<file path="config.mk">
export PLATFORM = sky130hd
export DESIGN_NAME = optical_tx_flat
export DESIGN_NICKNAME = d
export VERILOG_FILES = /design/src/rtl/optical_tx_if.sv /design/src/rtl/optical_tx.sv /design/src/flat_wrapper.sv
export SDC_FILE = /design/constraint.sdc
export NUM_CORES = 1
export LEC_CHECK = 0
export ABC_AREA = 1
export CAP_MARGIN = 15
export CORE_MARGIN = 5
export CORE_UTILIZATION = 54
export CTS_CLUSTER_DIAMETER = 100
export DETAILED_ROUTE_END_ITERATION = 7
export GPL_ROUTABILITY_DRIVEN = 0
export PLACE_DENSITY = 0.78
export RECOVER_POWER = 100
export SETUP_SLACK_MARGIN = 0.05
export SYNTH_ARGS = -nofsm -noshare
export SYNTH_HDL_FRONTEND = slang
export SYNTH_SLANG_ARGS = --single-unit
export TNS_END_PERCENT = 100
</file>
<file path="constraint.sdc">
create_clock -name clk -period 2.39 [get_ports clk]
set_input_delay 0.478 -clock clk [delete_from_list [all_inputs] [get_ports clk]]
set_output_delay 0.478 -clock clk [all_outputs]
set_load 0.02 [all_outputs]
</file>
<file path="src/rtl/optical_tx_if.sv">
// Word-source handshake and line-side status for the optical transmitter.
interface optical_tx_if #(
  parameter int DATA_WIDTH = 8
);
  logic [DATA_WIDTH-1:0] din;
  logic                  din_valid;
  logic                  din_ready;
  logic                  dout;
  logic                  busy;
  logic                  done;

  modport master (output din, din_valid, input din_ready, dout, busy, done);
  modport slave  (input din, din_valid, output din_ready, dout, busy, done);
endinterface

</file>
<file path="src/rtl/optical_tx.sv">
// Manchester serialiser for the optical link: preamble, MSB-first payload, idle-low gap.
// state    | meaning
// IDLE     | line low, waiting for a word
// PREAMBLE | sending alternating 1,0,... sync bits
// DATA     | sending payload bits MSB-first from shreg
// GAP      | line held low for the inter-frame gap
module optical_tx #(
  parameter int HALF_PERIOD   = 8,
  parameter int DATA_WIDTH    = 8,
  parameter int PREAMBLE_BITS = 8,
  parameter int GAP_BITS      = 2
) (
  input logic         clk,
  input logic         rst,
  optical_tx_if.slave bus
);

  localparam int HCW   = $clog2(HALF_PERIOD) + 1;
  localparam int BMAX0 = (PREAMBLE_BITS > DATA_WIDTH) ? PREAMBLE_BITS : DATA_WIDTH;
  localparam int BMAX  = (BMAX0 > GAP_BITS) ? BMAX0 : GAP_BITS;
  localparam int BCW   = $clog2(BMAX) + 1;

  localparam logic [HCW-1:0] HALF_LAST = HCW'(HALF_PERIOD - 1);
  localparam logic [BCW-1:0] PRE_LAST  = BCW'(PREAMBLE_BITS - 1);
  localparam logic [BCW-1:0] DATA_LAST = BCW'(DATA_WIDTH - 1);
  localparam logic [BCW-1:0] GAP_LAST  = BCW'(GAP_BITS - 1);

  if (HALF_PERIOD < 1) begin : g_chk_half
    $error("optical_tx: HALF_PERIOD must be >= 1");
  end
  if (DATA_WIDTH < 1) begin : g_chk_data
    $error("optical_tx: DATA_WIDTH must be >= 1");
  end
  if (GAP_BITS < 1) begin : g_chk_gap
    $error("optical_tx: GAP_BITS must be >= 1");
  end

  typedef enum logic [1:0] {IDLE, PREAMBLE, DATA, GAP} state_t;

  state_t                state, state_d;
  logic [HCW-1:0]        half_cnt, half_cnt_d;
  logic                  phase, phase_d;
  logic [BCW-1:0]        bit_cnt, bit_cnt_d;
  logic [DATA_WIDTH-1:0] shreg, shreg_d;
  logic                  dout_d, done_d, tx_bit;
  logic                  half_end, bit_end, accept;

  assign bus.din_ready = (state == IDLE) && !rst;
  assign accept        = bus.din_valid && bus.din_ready;
  assign half_end      = (half_cnt == HALF_LAST);
  assign bit_end       = phase && half_end;

  always_comb begin
    state_d    = state;
    half_cnt_d = half_cnt;
    phase_d    = phase;
    bit_cnt_d  = bit_cnt;
    shreg_d    = shreg;
    done_d     = 1'b0;
    tx_bit     = 1'b0;
    dout_d     = 1'b0;

    if (state != IDLE) begin
      half_cnt_d = half_end ? '0 : half_cnt + 1'b1;
      phase_d    = phase ^ half_end;
    end

    unique case (state)
      IDLE: begin
        if (accept) begin
          shreg_d    = bus.din;
          half_cnt_d = '0;
          phase_d    = 1'b0;
          bit_cnt_d  = '0;
          state_d    = (PREAMBLE_BITS > 0) ? PREAMBLE : DATA;
        end
      end
      PREAMBLE: begin
        if (bit_end) begin
          if (bit_cnt == PRE_LAST) begin
            bit_cnt_d = '0;
            state_d   = DATA;
          end else begin
            bit_cnt_d = bit_cnt + 1'b1;
          end
        end
      end
      DATA: begin
        if (bit_end) begin
          shreg_d = shreg << 1;
          if (bit_cnt == DATA_LAST) begin
            bit_cnt_d = '0;
            state_d   = GAP;
          end else begin
            bit_cnt_d = bit_cnt + 1'b1;
          end
        end
      end
      GAP: begin
        if (bit_end) begin
          if (bit_cnt == GAP_LAST) begin
            bit_cnt_d = '0;
            state_d   = IDLE;
            done_d    = 1'b1;
          end else begin
            bit_cnt_d = bit_cnt + 1'b1;
          end
        end
      end
      default: state_d = IDLE;
    endcase

    // dout is registered, so encode the symbol half that the next cycle presents
    unique case (state_d)
      PREAMBLE: tx_bit = ~bit_cnt_d[0];
      DATA:     tx_bit = shreg_d[DATA_WIDTH-1];
      default:  tx_bit = 1'b0;
    endcase
    if ((state_d == PREAMBLE) || (state_d == DATA)) begin
      dout_d = tx_bit ^ phase_d;
    end
  end

  always_ff @(posedge clk) begin
    if (rst) begin
      state    <= IDLE;
      half_cnt <= '0;
      phase    <= 1'b0;
      bit_cnt  <= '0;
      shreg    <= '0;
      bus.dout <= 1'b0;
      bus.busy <= 1'b0;
      bus.done <= 1'b0;
    end else begin
      state    <= state_d;
      half_cnt <= half_cnt_d;
      phase    <= phase_d;
      bit_cnt  <= bit_cnt_d;
      shreg    <= shreg_d;
      bus.dout <= dout_d;
      bus.busy <= (state_d != IDLE);
      bus.done <= done_d;
    end
  end

endmodule

</file>
<file path="src/flat_wrapper.sv">
// flat-port wrapper written by rule: the top's interface ports become plain ports
module optical_tx_flat 
#(
  parameter int HALF_PERIOD   = 8,
  parameter int DATA_WIDTH    = 8,
  parameter int PREAMBLE_BITS = 8,
  parameter int GAP_BITS      = 2
)
  (clk, rst, bus_din, bus_din_valid, bus_din_ready, bus_dout, bus_busy, bus_done);
  optical_tx_if #(.DATA_WIDTH(DATA_WIDTH)) bus_i ();
  input logic clk;
  input logic rst;
  input wire logic [$bits(bus_i.din)-1:0] bus_din;
  input wire logic [$bits(bus_i.din_valid)-1:0] bus_din_valid;
  output wire logic [$bits(bus_i.din_ready)-1:0] bus_din_ready;
  output wire logic [$bits(bus_i.dout)-1:0] bus_dout;
  output wire logic [$bits(bus_i.busy)-1:0] bus_busy;
  output wire logic [$bits(bus_i.done)-1:0] bus_done;
  assign bus_i.din = bus_din;
  assign bus_i.din_valid = bus_din_valid;
  assign bus_din_ready = bus_i.din_ready;
  assign bus_dout = bus_i.dout;
  assign bus_busy = bus_i.busy;
  assign bus_done = bus_i.done;
  optical_tx #(.HALF_PERIOD(HALF_PERIOD), .DATA_WIDTH(DATA_WIDTH), .PREAMBLE_BITS(PREAMBLE_BITS), .GAP_BITS(GAP_BITS)) u_core (.clk(clk), .rst(rst), .bus(bus_i));
endmodule
</file>
==> metrics.md, run 1 <==
| Metric | Value |
|---|---|
| Clk_lat worst skew | `0.31 ns` |
| Mapped Cells | `around 170` |
| RSZ-0062 raised after global routing | `false` |
| # DRC | `0` |
| Setup crit start kind | `flop` |
| Max-slew violation count | `0` |
| Power Total | `roughly 700 uW` |
| Worst-margin pin slew | `between 0.3 and 0.4 ns` |
| Syn avg cell area | `~7.3 um2` |
| Clk sink count | `22` |
| Routed wire length | `2723 um` |
| Max cap viols | `0` |
| Synth cell types | `26` |
| Wire per inst | `around 12 um` |
| First-pass GRT wire length | `4685 um` |
| Initial DRT Pass Iterations | `4` |
| Diodes inserted | `0` |
| Area Growth Syn to Fin | `16.49%` |
| Sequential cell area | `around 440 um2` |
| Worst Skew | `around 0.007 ns` |
| Final-report hold violation count | `0` |
| Number of I/O port buffers | `14` |
| Final setup violation count | `0` |
| Final WS setup | `about 0.22 ns` |
| Die Span X | `58.45 um` |
| Multi-input logic area | `709.4 um2` |
| Mapped Nets | `197` |
| HPWL after detailed placement | `just over 2000 um` |
| Clk pin slew, worst setup/hold paths | `between 0.1 and 0.15 ns` |
| CTS tree | `done` |
| Crit path max fanout | `6` |
| Setup TNS | `0 ns` |
| Vias | `1202` |
| Number of synthesized register bits | `22` |
| Vias in the first global route | `~1200` |
| Leakage power total | `between 0.0006 and 0.0007 uW` |
| GRT Overall Usage | `0.1685` |
| Tcrit/Tclk final | `0.9095` |
| Utilization after layout | `0.6611` |
| Top post-synthesis cells by area | `dfxtp_1, nand2_1, ha_1` |
| Sequential area share after synthesis | `0.3475` |
| # fillers | `slightly below 200` |
| Synth area leader | `dfxtp_1` |
| Initial Util | `0.5675` |
| Maximum clock rate | `about 460 MHz` |
| Initial antenna violation count | `0` |
| Die height | `58.45 um` |
| Outcome | `complete, no violations` |
| Area of the die | `about 3400 um2` |
| Worst Path Class, Setup | `reg -> reg` |
| Top-count cell post-synth | `nand2_1` |
| CTS Buf Count | `3` |
| Worst VDD drop | `roughly 430 uV` |
| Post-placement setup slack | `roughly 0.085 ns` |
| Synth top area share | `0.3475` |
| Grt ovf | `0` |
| Layout cells sized above 1 | `0.1134` |
| Pwr Density | `478.7 nW/um2` |
| EDFF count, synth | `0` |
| Core Box Area | `between 2000 and 2500 um2` |
| Nets@finish | `about 220` |
| Syn Std Cell Area | `~1300 um2` |
| DR iter-0 viols | `36` |
| Hold Path Class | `reg -> reg` |
| Post-layout min period | `2.174 ns` |
| CTS HTree Levels | `1` |
| Top Ports | `15` |
| Root Buffer Master | `clkbuf_4` |
| Slew HR | `0.7648` |
| CP endpoint kind | `flop` |
| Clock buffer depth | `2` |
| Via/cell ratio | `5.414` |
| FP Rows | `17` |
| Largest net degree at the start of global routing | `14` |
| Commonest cells in the netlist | `nand2_1, dfxtp_1, inv_1, nor2_1, ha_1` |
| Crit path DAT | `approximately 2.4 ns` |
| ANT nets after route | `0` |
| Critical Path RT | `2.60 ns` |
| Synth Flop Type | `dfxtp_1` |
| Synth async-reset ratio | `0` |
| Yosys warns | `0` |
stage by stage:
step	instance area (um2)	std cells	hold WS (ns)
floorplan	1267	174	0.4508
finish	1476	222	0.4816
global route	1476	222	0.5128
detailed placement	1446	217	0.4697
CTS	1470	220	0.4860
global placement	1446	217	0.4606
power by group:
group          leakage, uW  total, uW  switching [uW]  internal, uW
combinational     0.000472        142            82.4          60.0
clock            0.0000138        167             108          58.9
sequential        0.000180        398            10.6           387
cell families (layout without fill, tap and decap cells):
| logic type | count (synthesis) | count (layout) | synth area share |
|---|---|---|---|
| flops | 22 | 22 | 0.3475 |
| simple gates | 77 | 77 | 0.2547 |
| buf+inv | 25 | 45 | 0.08588 |
| compound gates | 38 | 38 | 0.1935 |
| fa+ha+maj | 12 | 12 | 0.1185 |
worst max-delay path, stage by stage (launching register included):
cell and delay, ns:
dfxtp_2 0.35, ha_2 0.18, nand2_1 0.10, nor2_2 0.05, ha_1 0.20, buf_4 0.16, nand2_1 0.10, nand2_1 0.06
nand2_1 0.07, nand3_1 0.09, a21boi_2 0.22, inv_1 0.07, ha_1 0.18, nand2_1 0.08, nand3_1 0.07, nand2_1 0.07
nor2_1 0.03
final timing paths:
check,slack [ns],start,cells past startpoint,endpoint
max,0.22,u_core.half_cnt[0],16,u_core.bus.dout
min,0.48,u_core.shreg[2],2,u_core.shreg[3]
max reg2reg,0.22,u_core.half_cnt[0],16,u_core.bus.dout
min reg2reg,0.48,u_core.shreg[2],2,u_core.shreg[3]
sequential cells by signal, summed over array words and instances, names as in the netlist:
signal,count
u_core.phase,1
u_core.bus.busy,1
u_core.half_cnt,4
u_core.bus.dout,1
u_core.bit_cnt,4
u_core.bus.done,1
u_core.state,2
u_core.shreg,8
cell type report:
cell class / count / area share
flip-flops and latches: 22 / 0.3000
repair buffers: 20 / 0.1246
clock buffers: 3 / 0.01525
multi-input cells: 127 / 0.4805
well taps: 28 / 0.02373
inverters: 22 / 0.05593
layout by cell type, fill, tap and decap left out, types with 6 or more instances in the layout:
cell             instances
nand2_1                 46
inv_1                   19
buf_4                    6
nand3_1                 12
a21oi_1                  8
a31oi_1                  6
clkdlybuf4s50_1         10
nor2_1                  15
o21ai_0                 11
ha_1                    11
dfxtp_1                 20
metal layers:
| layer | vias up | GRT usage | wire length [um] |
|---|---|---|---|
| li1 | 613 | - | - |
| met3 | 2 | 0.03509 | 145 |
| met4 | 0 | 0.03311 | 7 |
| met2 | 39 | 0.2903 | 1333 |
| met1 | 548 | 0.2166 | 1236 |
| met5 | - | 0 | 0 |
repair_timing:
action	CTS	global route
buffers inserted	0	2
resized for setup	3	8
hold buffers	0	0
endpoints found under the setup margin	2	1
pin swaps	0	1
Note: power is estimated with default switching activity, not from simulation.
==> inputs of run 2 (changes only) <==
Settings changed: PLACE_DENSITY 0.78 to 0.75.
==> metrics.md, run 2 (synthesis results as in run 1) <==
| Metric | Value |
|---|---|
| Utilization after layout | `0.6711` |
| Wire per inst | `approximately 13 um` |
| Post-placement setup slack | `between 0.07 and 0.08 ns` |
| CP endpoint kind | `flop` |
| RSZ-0062 raised after global routing | `false` |
| Pwr Density | `503.8 nW/um2` |
| CTS HTree Levels | `1` |
| Clk_lat worst skew | `about 0.32 ns` |
| Clk sink count | `22` |
| Leakage power total | `0.0006753 uW` |
| Maximum clock rate | `~460 MHz` |
| ANT nets after route | `0` |
| Setup crit start kind | `flop` |
| Cell repeated most along the worst path | `ha_1` |
| Largest net degree at the start of global routing | `14` |
| Die Span X | `approximately 58 um` |
| Slew HR | `0.7436` |
| GRT Overall Usage | `0.1769` |
| Largest register FFs | `8` |
| Final WS setup | `0.2044 ns` |
| Post-route non-filler standard cell count | `around 220` |
| Clock buffer depth | `2` |
| Final setup violation count | `0` |
| Max cap viols | `0` |
| Post-CTS Hold Fix Bufs | `0` |
| FP Rows | `17` |
| Post-layout min period | `about 2.2 ns` |
| Power Total | `approximately 760 uW` |
| Most frequent cells in the layout | `nand2_1, inv_1, dfxtp_1` |
| Core Box Area | `2233 um2` |
| Worst-margin pin slew | `~0.38 ns` |
| Root Buffer Master | `clkbuf_4` |
| Commonest non-fill, non-tap cell in the layout | `nand2_1` |
| Setup TNS | `0 ns` |
| Area of the die | `3416 um2` |
| Biggest regs | `u_core.shreg (8), u_core.bit_cnt (4), u_core.half_cnt (4)` |
| Worst VDD drop | `between 300 and 400 uV` |
| Via/cell ratio | `between 5 and 6` |
| CP Cell Sequence | `ha_1 -> nand2_1 -> nor2_2 -> ha_1 -> buf_4 -> nand2_1 -> o31ai_1 -> a21oi_2 -> inv_1 -> ha_1 -> nand3_1 -> a21oi_1 -> nor2_1` |
| Top reg by flops | `u_core.shreg` |
| Routed wire length | `roughly 2900 um` |
| CTS Buf Count | `3` |
| Worst Skew | `0.003848 ns` |
| Initial DRT Pass Iterations | `6` |
| Max-slew violation count | `0` |
| Initial antenna violation count | `0` |
| Clk pin slew, worst setup/hold paths | `approximately 0.12 ns` |
| Area Growth Syn to Fin | `18.26%` |
| Slowest cell delay on critical path | `around 0.37 ns` |
| Initial Util | `0.5675` |
| CTS tree | `done` |
| Top Ports | `15` |
| Critical Path RT | `~2.6 ns` |
| Grt ovf | `0` |
| Tcrit/Tclk final | `0.9145` |
| Vias in the first global route | `between 1000 and 1500` |
| HPWL after detailed placement | `approximately 2200 um` |
| Layout cells sized above 1 | `0.1173` |
| Outcome | `complete, no violations` |
| Number of I/O port buffers | `14` |
| Crit path DAT | `approximately 2.4 ns` |
| Worst path slowest cell | `dfxtp_2` |
| Cells after DPL | `approximately 220` |
| Vias | `approximately 1200` |
| DR iter-0 viols | `52` |
| Nets@finish | `220` |
| Final-report hold violation count | `0` |
| Diodes inserted | `0` |
| First-pass GRT wire length | `4685 um` |
| Worst Path Class, Setup | `reg -> reg` |
| Crit path max fanout | `6` |
| # DRC | `0` |
| Hold Path Class | `reg -> reg` |
| Die height | `slightly below 60 um` |
[run 2: cell count changes in the layout (fill, tap and decap cells not counted), sizes merged]
cell,before,now
clkbuf,3,5
[run 2: per-stage QoR]
step	hold slack [ns]	area (um2)
after global routing	0.5069	1499
after global placement	0.4554	1461
final	0.4825	1499
after floorplan	0.4508	1267
after CTS	0.4857	1499
after detailed placement	0.4693	1461
[run 2: critical path, delay by kind of cell (launching register included)]
family,cells,cell delay [ns]
compound gates,3,0.57
fa+ha+maj,3,0.50
simple gates,5,0.43
flops,1,0.37
buf+inv,2,0.21
[run 2: per-layer routing]
| layer | routed length [um] | global-route usage | up-vias |
|---|---|---|---|
| li1 | - | - | 618 |
| met2 | 1419 | 0.3014 | 31 |
| met3 | 117 | 0.02851 | 7 |
| met1 | 1288 | 0.2161 | 547 |
| met4 | 59 | 0.08278 | 0 |
| met5 | 0 | 0 | - |
[run 2: final timing paths]
kind                       from              end  slack (ns)  depth (start not counted)
min reg2reg     u_core.shreg[3]  u_core.shreg[4]        0.48                          2
max reg2reg  u_core.half_cnt[0]  u_core.bus.dout        0.20                         13
max          u_core.half_cnt[0]  u_core.bus.dout        0.20                         13
min             u_core.shreg[3]  u_core.shreg[4]        0.48                          2
[run 2: power by group]
group / switching, uW / internal, uW / total [uW]
clock network: 118 / 93.2 / 211
logic: 86.0 / 59.7 / 146
registers: 11.1 / 387 / 398
[run 2: cell type report]
cell class              instances  area, um2
clock buffers                   4      36.28
fillers                       201      734.5
inverters                      22      82.58
multi-input cells             127      714.4
flip-flops and latches         22      442.9
well taps                      28      35.03
repair buffers                 21      187.7
[run 2: what timing repair did]
item,CTS,global route
gates resized for setup,2,6
pin swaps,0,2
endpoints found under the setup margin,1,1
setup buffers,0,1
==> inputs of run 3 (changes only) <==
Settings changed: PLACE_DENSITY 0.75 to not set, PLACE_DENSITY_LB_ADDON set to 0.15.
==> metrics.md, run 3 (synthesis results as in run 1) <==
| Metric | Value |
|---|---|
| Outcome | `complete, no violations` |
| Worst VDD drop | `571.8 uV` |
| Max-slew violation count | `0` |
| Post-layout min period | `between 2 and 2.5 ns` |
| Utilization after layout | `0.6728` |
| Min-Delay Startpoint | `u_core.shreg[0]` |
| Reg2Reg Depth | `15` |
| FP Rows | `17` |
| Worst reg2reg startpoint | `u_core.half_cnt[1]` |
| Worst setup path startpoint | `u_core.half_cnt[1]` |
| ANT nets after route | `0` |
| # DRC | `0` |
| Max cap viols | `0` |
| Post-route non-filler standard cell count | `between 200 and 250` |
| Slew HR | `0.7573` |
| Routed wire length | `2720 um` |
| Nets@finish | `roughly 220` |
| Hold Path Class | `reg -> reg` |
| RSZ-0062 raised after global routing | `true` |
| Met3 usage in global routing | `0.03070` |
| Grt peak-use layer | `met2` |
| Final WS setup | `0.07980 ns` |
| Post-CTS Hold Fix Bufs | `0` |
| Worst-margin pin slew | `0.3636 ns` |
| Critical Path RT | `2.65 ns` |
| Commonest non-fill, non-tap cell in the layout | `nand2_1` |
| Biggest regs | `u_core.shreg (8), u_core.bit_cnt (4), u_core.half_cnt (4)` |
| Pwr Density | `around 550 nW/um2` |
| Leakage power total | `0.0006761 uW` |
| Number of I/O port buffers | `14` |
| Met1 Use GR | `0.1858` |
| Crit path DAT | `between 2 and 3 ns` |
| Area of the die | `approximately 3400 um2` |
| Final setup violation count | `0` |
| Clk pin slew, worst setup/hold paths | `roughly 0.13 ns` |
| Diodes inserted | `0` |
| Crit path max fanout | `5` |
| # fillers | `roughly 210` |
| CTS Buf Count | `3` |
| HPWL after detailed placement | `~2100 um` |
| Largest register FFs | `8` |
| CTS tree | `done` |
| Clk_lat worst skew | `0.32 ns` |
| Final-report hold violation count | `0` |
| CTS HTree Levels | `1` |
| Clk sink count | `22` |
| Core Box Area | `about 2200 um2` |
| Layout cells sized above 1 | `0.1077` |
| Area Growth Syn to Fin | `18.56%` |
| GRT Overall Usage | `0.1671` |
| Vias in the first global route | `~1100` |
| Root Buffer Master | `clkbuf_4` |
| Die height | `58.45 um` |
| Wire per inst | `12.20 um` |
| Worst Path Class, Setup | `reg -> reg` |
| Post-placement setup slack | `~0.072 ns` |
| Die Span X | `58.45 um` |
| DR iter-0 viols | `22` |
| Top reg by flops | `u_core.shreg` |
| Grt ovf | `0` |
| Hold slack | `between 0.4 and 0.5 ns` |
| CP endpoint kind | `flop` |
| Worst Skew | `roughly 0.013 ns` |
| First-pass GRT wire length | `about 4500 um` |
| Vias | `around 1200` |
| Initial Util | `0.5675` |
| Setup crit start kind | `flop` |
| Tcrit/Tclk final | `0.9666` |
| Worst Hold Path Cells | `2` |
| Largest net degree at the start of global routing | `14` |
| Initial DRT Pass Iterations | `4` |
| Initial antenna violation count | `0` |
| Most frequent cells in the layout | `nand2_1, dfxtp_1, inv_1` |
| Maximum clock rate | `about 430 MHz` |
| Cells after DPL | `around 220` |
| Clock buffer depth | `2` |
| Via/cell ratio | `approximately 5.3` |
| Routing usage on met2 | `0.2998` |
| Top Ports | `15` |
run 3: changes by cell type in the layout (fill, tap and decap cells not counted), sizes merged:
cell	delta
buf	-1
dlygate4sd2	-1
bufinv	+1
run 3: cell type report:
| cell class | count | area [um2] | share of cell area |
|---|---|---|---|
| Tap cell | 28 | 35.03 | 0.02331 |
| Inverter | 22 | 82.58 | 0.05495 |
| Clock inverter | 1 | 30.03 | 0.01998 |
| Sequential cell | 22 | 441.7 | 0.2939 |
| Clock buffer | 3 | 22.52 | 0.01499 |
| Timing Repair Buffer | 20 | 178.9 | 0.1191 |
| Multi-Input combinational cell | 127 | 711.9 | 0.4738 |
run 3: timing repair:
| item | in CTS | in global routing |
|---|---|---|
| setup endpoints to repair | 2 | 2 |
| buffers inserted | 0 | 0 |
| gates resized for setup | 2 | 2 |
run 3: critical path, stage by stage (launching register included):
cell and delay (ns):
dfxtp_1 0.38, ha_1 0.20, nand2_1 0.08, nor2_1 0.12
ha_1 0.18, inv_1 0.09, o21ai_1 0.20, inv_1 0.06
nand2_1 0.09, nand3_1 0.11, a21boi_2 0.20, inv_1 0.06
ha_1 0.27, nor2_1 0.08, nand2_1 0.06, nor2_1 0.07
run 3: report_power, final:
group / leakage (uW) / switching [uW] / internal, uW
Combinational: 0.000469 / 81.1 / 58.2
Sequential: 0.000179 / 10.8 / 387
Clock: 0.0000279 / 119 / 170
run 3: per-stage QoR:
step	area, um2	total power [uW]	setup TNS [ns]
3_5_place_dp	1461	549.7	0
4_1_cts	1516	838.6	0
5_1_grt	1503	870.6	-0.07716
6_report	1503	825.7	0
3_3_place_gp	1461	546.5	0
2_1_floorplan	1267	503.4	0
run 3: path summary, 6_finish.rpt:
| kind | to | slack [ns] |
|---|---|---|
| hold / removal | u_core.shreg[1] | 0.48 |
| setup reg to reg | u_core.bus.dout | 0.08 |
| hold reg to reg | u_core.shreg[1] | 0.48 |
| setup / recovery | u_core.bus.dout | 0.08 |
run 3: metal layers:
layer,vias to the layer above,share of wire
li1,617,-
met3,9,0.044
met4,0,0.025
met5,-,0
met1,535,0.44
met2,30,0.49
